===== config.mk =====
export PLATFORM = sky130hd
export DESIGN_NAME = lut_config_loader_flat
export DESIGN_NICKNAME = d
export VERILOG_FILES = /design/src/rtl/lut_config_loader_if.sv /design/src/rtl/lut_config_loader.sv /design/src/flat_wrapper.sv
export SDC_FILE = /design/constraint.sdc
export NUM_CORES = 1
export LEC_CHECK = 0
export BUFFER_PORTS_ARGS = -buffer_cell sky130_fd_sc_hd__buf_2
export CAP_MARGIN = 0
export CORE_ASPECT_RATIO = 2
export CORE_UTILIZATION = 47
export CTS_CLUSTER_SIZE = 16
export DETAILED_ROUTE_END_ITERATION = 8
export PLACE_DENSITY = 0.74
export SETUP_SLACK_MARGIN = 0.15
export SYNTH_ARGS = -nofsm -noshare
export SYNTH_HDL_FRONTEND = slang
export SYNTH_SLANG_ARGS = --single-unit

===== constraint.sdc =====
create_clock -name cclk -period 1.3 [get_ports cclk]
set_input_delay 0.13 -clock cclk [delete_from_list [all_inputs] [get_ports cclk]]
set_output_delay 0.13 -clock cclk [all_outputs]
set_load 0.05 [all_outputs]

===== src/rtl/lut_config_loader_if.sv =====
// Serial configuration bit stream with valid/ready flow control.
// The master is the bitstream source; the slave is the loader.
interface lut_config_loader_if;
  logic bit_in;
  logic bit_valid;
  logic bit_ready;

  modport master (output bit_in, output bit_valid, input  bit_ready);
  modport slave  (input  bit_in, input  bit_valid, output bit_ready);
endinterface


===== src/rtl/lut_config_loader.sv =====
// Assembles a serial configuration bitstream into MEM_SIZE-bit frames and
// commits each frame to the next LUT of the bank with a one-cycle cen strobe.
module lut_config_loader #(
  parameter int ADDR_BITS = 4,
  parameter int MEM_SIZE  = 2**ADDR_BITS,
  parameter int NUM_LUTS  = 4
) (
  input  logic                 cclk,
  input  logic                 crst_n,
  input  logic                 start,
  lut_config_loader_if.slave   bs,
  output logic [MEM_SIZE-1:0]  config_out,
  output logic [NUM_LUTS-1:0]  cen,
  output logic                 busy,
  output logic                 done
);

  localparam int IDX_W = (NUM_LUTS > 1) ? $clog2(NUM_LUTS) : 1;
  localparam int CNT_W = ADDR_BITS + 1;
  localparam logic [CNT_W-1:0] LAST_BIT = CNT_W'(MEM_SIZE - 1);
  localparam logic [IDX_W-1:0] LAST_LUT = IDX_W'(NUM_LUTS - 1);

  typedef enum logic [1:0] {S_IDLE, S_SHIFT, S_COMMIT, S_DONE} state_t;

  state_t              r_state;
  state_t              w_next;
  logic [CNT_W-1:0]    r_bit_cnt;
  logic [IDX_W-1:0]    r_lut_idx;
  logic [MEM_SIZE-1:0] r_shift;
  logic                w_accept;
  logic                w_last_bit;
  logic                w_last_lut;

  assign w_accept   = (r_state == S_SHIFT) && bs.bit_valid;
  assign w_last_bit = (r_bit_cnt == LAST_BIT);
  assign w_last_lut = (r_lut_idx == LAST_LUT);
  assign config_out = r_shift;

  always_ff @(posedge cclk or negedge crst_n) begin
    if (!crst_n) r_state <= S_IDLE;
    else         r_state <= w_next;
  end

  // Handshake and strobes decode from r_state alone, so no input reaches them.
  always_comb begin
    w_next       = r_state;
    bs.bit_ready = 1'b0;
    busy         = 1'b0;
    done         = 1'b0;
    cen          = '0;
    case (r_state)
      S_IDLE: begin
        if (start) w_next = S_SHIFT;
      end
      S_SHIFT: begin
        bs.bit_ready = 1'b1;
        busy         = 1'b1;
        if (w_accept && w_last_bit) w_next = S_COMMIT;
      end
      S_COMMIT: begin
        busy = 1'b1;
        for (int i = 0; i < NUM_LUTS; i++) cen[i] = (r_lut_idx == IDX_W'(i));
        w_next = w_last_lut ? S_DONE : S_SHIFT;
      end
      S_DONE: begin
        busy   = 1'b1;
        done   = 1'b1;
        w_next = S_IDLE;
      end
      default: w_next = S_IDLE;
    endcase
  end

  always_ff @(posedge cclk or negedge crst_n) begin
    if (!crst_n) begin
      r_bit_cnt <= '0;
      r_lut_idx <= '0;
    end else begin
      case (r_state)
        S_IDLE: begin
          if (start) begin
            r_bit_cnt <= '0;
            r_lut_idx <= '0;
          end
        end
        S_SHIFT: begin
          if (w_accept) r_bit_cnt <= r_bit_cnt + 1'b1;
        end
        S_COMMIT: begin
          if (!w_last_lut) begin
            r_lut_idx <= r_lut_idx + 1'b1;
            r_bit_cnt <= '0;
          end
        end
        default: ;
      endcase
    end
  end

  // LSB-first stream: shifting right with the new bit at the MSB leaves
  // the first received bit in config_out[0] once the frame is complete.
  always_ff @(posedge cclk or negedge crst_n) begin
    if (!crst_n)       r_shift <= '0;
    else if (w_accept) r_shift <= {bs.bit_in, r_shift[MEM_SIZE-1:1]};
  end

endmodule


===== src/flat_wrapper.sv =====
// flat-port wrapper written by rule: the top's interface ports become plain ports
module lut_config_loader_flat 
#(
  parameter int ADDR_BITS = 4,
  parameter int MEM_SIZE  = 2**ADDR_BITS,
  parameter int NUM_LUTS  = 4
)
  (cclk, crst_n, start, config_out, cen, busy, done, bs_bit_in, bs_bit_valid, bs_bit_ready);
  lut_config_loader_if bs_i ();
  input  logic cclk;
  input  logic crst_n;
  input  logic start;
  output logic [MEM_SIZE-1:0] config_out;
  output logic [NUM_LUTS-1:0] cen;
  output logic busy;
  output logic done;
  input wire logic [$bits(bs_i.bit_in)-1:0] bs_bit_in;
  input wire logic [$bits(bs_i.bit_valid)-1:0] bs_bit_valid;
  output wire logic [$bits(bs_i.bit_ready)-1:0] bs_bit_ready;
  assign bs_i.bit_in = bs_bit_in;
  assign bs_i.bit_valid = bs_bit_valid;
  assign bs_bit_ready = bs_i.bit_ready;
  lut_config_loader #(.ADDR_BITS(ADDR_BITS), .MEM_SIZE(MEM_SIZE), .NUM_LUTS(NUM_LUTS)) u_core (.cclk(cclk), .crst_n(crst_n), .start(start), .bs(bs_i), .config_out(config_out), .cen(cen), .busy(busy), .done(done));
endmodule

Word-level counts from Yosys, hierarchy flattened
Index checks and enable logic that the tools add are counted.

word-level totals
  register bits = 25
  latch bits = 0
  memory bits (writable) = 0
  memory bits (read-only) = 0
  output and inout port bits = 23
  memories = 0

operators by class
  add/sub/neg operators = 2
  multiply operators = 0
  div/mod/pow operators = 0
  magnitude comparators = 0
  equal/unequal tests = 11
  shift-type cells = 0
  multiplexer cells = 15
  bitwise logic cells = 0
  reductions and logical operators = 10

operators with widths
  cell                                                  number
  2-to-1 mux 5 bit                                      3
  one-hot mux 5 bit (3 select lines)                    1
  2-to-1 mux 2 bit                                      5
  equality test 2 bit (second input constant)           4
  one-hot mux 2 bit (4 select lines)                    1
  != test 2 bit (second input constant)                 3
  adder 5 x 1 -> 5 bit (second input constant)          1
  equality test 5 x 4 -> 1 bit (second input constant)  1
  equality test 2 x 1 -> 1 bit (second input constant)  2
  logical NOT 2 bit                                     2
  2-to-1 mux 4 bit                                      1
  one-hot mux 2 bit (2 select lines)                    1
  AND reduction 4 bit                                   1
  2-to-1 mux 1 bit                                      3
  AND reduction 3 bit                                   1
  nonzero test 3 bit                                    1
  OR reduction 3 bit                                    1
  adder 2 x 1 -> 2 bit (second input constant)          1
  logical AND 1 bit                                     2
  != test 2 x 1 -> 1 bit (second input constant)        1
  AND reduction 2 bit                                   1
  nonzero test 2 bit                                    1

Longest topological paths before layout
  depth after elaboration = 5
  mapped depth = 6
  depth with buffers taken out = 6

Worst setup path after synthesis
Ideal clock, no wire load.

  path type = reg2reg
  from = register u_core.r_state[0]
  to = register u_core.r_bit_cnt[0]
  library setup time = 0.065 ns
  arrival time = 1.351 ns
  slack = -0.116 ns
  stages on the path, launching flop included = 5
  path through = dfrtp_1 buf_6 nor2b_2 and2_1 mux2_2

between the ends
  cells in the longest elaborated chain, start to end = 4

ends and longest elaborated chain
  element                                  line                                              source
  start: declaration                       lut_config_loader.sv:25                           state_t r_state;
  start signal: assignment                 lut_config_loader.sv:41                           else r_state <= w_next;
  equality test 2 x 1 -> 1 bit             lut_config_loader.sv:34, lut_config_loader.sv:79
  logical AND 1 bit                        lut_config_loader.sv:34                           assign w_accept = (r_state == S_SHIFT) && bs.bit_valid;
  != test 2 x 1 -> 1 bit (no source line)  n/a
  AND reduction 4 bit (no source line)     n/a
  end signal: assignment                   lut_config_loader.sv:87                           if (w_accept) r_bit_cnt <= r_bit_cnt + 1'b1;
  end: declaration                         lut_config_loader.sv:27                           logic [CNT_W-1:0] r_bit_cnt;

Several ways; a longest one is shown, not always the timed one.
A chain may end at the register's enable or synchronous reset.

Worst setup path after layout
  from = register u_core.r_state[0]
  to = output cen[3]

between the ends
  cells in the longest elaborated chain, start to end = 2

ends and longest elaborated chain
  element              line                     source
  equality test 2 bit  lut_config_loader.sv:51  case (r_state)
  2-to-1 mux 4 bit     lut_config_loader.sv:51
  end: declaration     flat_wrapper.sv:14       output logic [NUM_LUTS-1:0] cen;

Every way passes these cells.

==> impl_metrics.py <==
metrics = {
    "sta": {
        "worstMarginPinSlew_ns": 0.532,
        "hold_viol_final": 0,
        "finalSetupTns_ns": -1.19,
        "finalCriticalPeriod_ns": 1.41,
        "hold-worst-slack_ns": 0.0922,
        "clock.fmax_ghz": 0.707,
        "setup_viol": 23,
        "rsz0062_at_grt": "true",
        "fin_worst_skew_ns": 0.00312,
        "slew_viol_final": 0,
        "fin_crit_sh_pct": 109,
        "max_slew_margin_pct": 64.5,
        "setup_ws_ns": -0.113,
    },
    "power_and_ir_drop": {
        "power_density_nw_per_um2": 2640,
        "power_mw": 4.51,
        "switching_share_pct": 46.1,
        "power_frac_seq_pct": 31.1,
        "power.leakage_nw": 0.831,
        "clkPwrFrac_pct": 10.0,
        "ir_worst_vdd_uv": 1870,
        "p_switching_mw": 2.08,
        "p_comb_share_pct": 58.9,
        "intPower_mw": 2.43,
    },
    "synthesis": {
        "synth_flop_cell": "dfrtp_1",
        "synth_top_area_share_pct": 51.1,
        "synthCells": 85,
        "ys_seq_area_share_pct": 51.1,
        "syn_area_sq_um": 1220,
        "synth_nets": 96,
        "synth-seq-cells": 25,
        "yosysWarnings": 0,
        "synth_area_leaders": "dfrtp_1 (51%), mux2_4 (11%), mux2_2 (8.3%)",
        "synthArstFlopShare_pct": 100,
        "avgSynthCellArea_sq_um": 14.4,
        "netlist.top_cell.by_area": "dfrtp_1",
        "yosysUniqueCellTypes": 28,
        "synth-edff-count": 0,
    },
    "layout": {
        "final_area_sq_um": 1710,
        "finalNonFillerCells": 154,
        "syn2layout_area_growth_pct": 39.8,
        "final_cell_mix": "dfrtp_1 (21), buf_2 (20), mux2_4 (10), buf_4 (9), mux2_2 (8)",
        "num-fill-cells": 173,
        "final_common_cell": "dfrtp_1",
        "utilization_pct": 71.0,
        "nNetsFinal": 139,
        "drive_gt1_share_pct": 70.1,
        "n_antenna_cell": 0,
    },
    "place": {
        "place_area_sq_um": 1420,
        "portBuffers": 27,
        "pre_cts_ws_ns": -0.0551,
        "post-place-cells": 138,
        "dpl.hpwl_mm": 1.57,
        "place_congestion": 0.626,
    },
    "worst_hold_path": {
        "hold_path_class": "input port to flop",
    },
    "floorplanning": {
        "num_rows": 25,
        "start_util_pct": 50.8,
        "io_pins": 28,
        "die_width_microns": 38.1,
        "core-area_sq_um": 2410,
        "fp.dieH_microns": 74.2,
        "die_area_sq_um": 2820,
    },
    "cts": {
        "cts_root_buf": "clkbuf_8",
        "cts_max_level": 1,
        "cts_buffers": 3,
        "clk_latency_ns": 0.26,
        "clkTransAtPathRegs_ns": 0.08,
        "cts_tree": "done",
        "cts.sink_count": 25,
        "clock_path_buffers": 2,
    },
    "setup_path": {
        "worstPathArrival_ns": 1.28,
        "cp_max_fo": 5,
        "worst_setup_path_start_kind": "flop",
        "critPathBufInv": 1,
        "path_cells": "and2b_4 > and2_4 > buf_8",
        "crit_family": "simple AND/OR/NAND/NOR gates",
        "cp.required_ns": 1.17,
        "worst_path_max_delay_cell": "dfrtp_2",
        "crit_type": "flop to output pin",
        "slowest_delay_ns": 0.43,
        "cp-end-kind": "output pin",
    },
    "global_route": {
        "antenna_found_initial": 0,
        "grt_pass1_wl_mm": 4.04,
        "grt_pass1_vias": 856,
        "grt_max_degree": 26,
        "grt_usage_pct": 20.8,
        "overflow": 0,
    },
    "route": {
        "firstDrtPassIters": 4,
        "postRouteAntennaNets": 0,
        "drt-total-wl_mm": 2.57,
        "routedWlPerCell_microns": 16.7,
        "vias": 814,
        "drc_errors": 0,
        "initialDrtViolationCount": 19,
        "via_per_inst": 5.29,
    },
    "run_status": {
        "violations": "negative setup slack",
        "status": "finished with violations",
    },
    "flow_run": {
        "drv_cap": 0,
    },
}
## worst paths after layout
kind | startpoint | endpoint | slack, ns | cells after the start
worst max-delay path | u_core.r_state[0] | cen[3] | -0.11 | 3
worst min-delay path | bs_bit_in | u_core.config_out[15] | 0.09 | 2
worst max register to register | u_core.r_state[1] | u_core.r_bit_cnt[0] | -0.09 | 4
worst min register to register | u_core.r_bit_cnt[4] | u_core.r_bit_cnt[4] | 0.52 | 1
max in group asynchronous | crst_n | u_core.r_state[1] | 0.54 | 2
min in group asynchronous | crst_n | u_core.config_out[13] | 0.37 | 2
## synthesized netlist by cell type (2+ instances only)
master   instances
mux2_2           9
a22o_2           2
and2_1           5
nand2_1          3
dfrtp_1         25
inv_1            4
a22o_1           3
mux2_4           9
ha_1             6
## flip-flops by register name (all words and copies together) (netlist names)
register	flops
u_core.r_bit_cnt	5
u_core.r_state	2
u_core.r_lut_idx	2
u_core.config_out	16
## worst reg2reg max path, delay by kind of cell (launching register included)
kind / cells / cell delay (ns)
flip-flops: 1 / 0.49
AO/OA/AOI/OAI: 1 / 0.27
buffers and inverters: 1 / 0.14
multiplexers: 1 / 0.22
AND/OR/NAND/NOR: 1 / 0.22
## power groups by stage
| stage | Combinational [mW] | Clock, mW | Sequential [mW] |
|---|---|---|---|
| finish | 2.66 | 0.449 | 1.41 |
| global route | 2.80 | 0.483 | 1.45 |
| CTS | 2.60 | 0.463 | 1.40 |
| detailed placement | 2.27 | 0 | 1.43 |
| global placement | 2.22 | 0 | 1.40 |
| floorplan | 1.03 | 0 | 2.23 |
## routing by layer
metal / share of wire [%] / GRT usage [%] / vias up
met5: 0 / 0 / -
met4: 0.78 / 9.52 / 0
met3: 2.3 / 1.79 / 2
met2: 59 / 38.2 / 22
met1: 38 / 22.9 / 407
li1: - / - / 383
## final cells by class
class                      instances  area (sq um)  share of cell area [%]
clock inverter                     1          5.00                   0.293
clock buffer                       3          41.3                    2.41
timing repair buffer              40           347                    20.3
tap                               27          33.8                    1.98
sequential                        25           631                    36.9
multi-input combinational         54           636                    37.2
inverter                           4          17.5                    1.02
## kinds of logic (layout without fill, tap and decap cells)
family / count (synthesis) / count (layout) / synth area share, %
flops: 25 / 25 / 51.1
mux: 19 / 19 / 20.1
simple gates: 18 / 18 / 10.3
compound gates: 10 / 10 / 7.77
fa+ha+maj: 6 / 6 / 6.13
buf+inv: 6 / 48 / 3.78
xor+xnor: 1 / 1 / 0.716
## repair_timing
action / in CTS / in global routing
resized for setup: 27 / 5
setup buffers: 8 / 2
setup endpoints to repair: 32 / 32
pin swaps: 3 / 3
gates cloned: 1 / 0
endpoints found under the hold margin: 25 / 0
hold buffers: 1 / 0
Note: power is estimated with default switching activity, not from simulation.
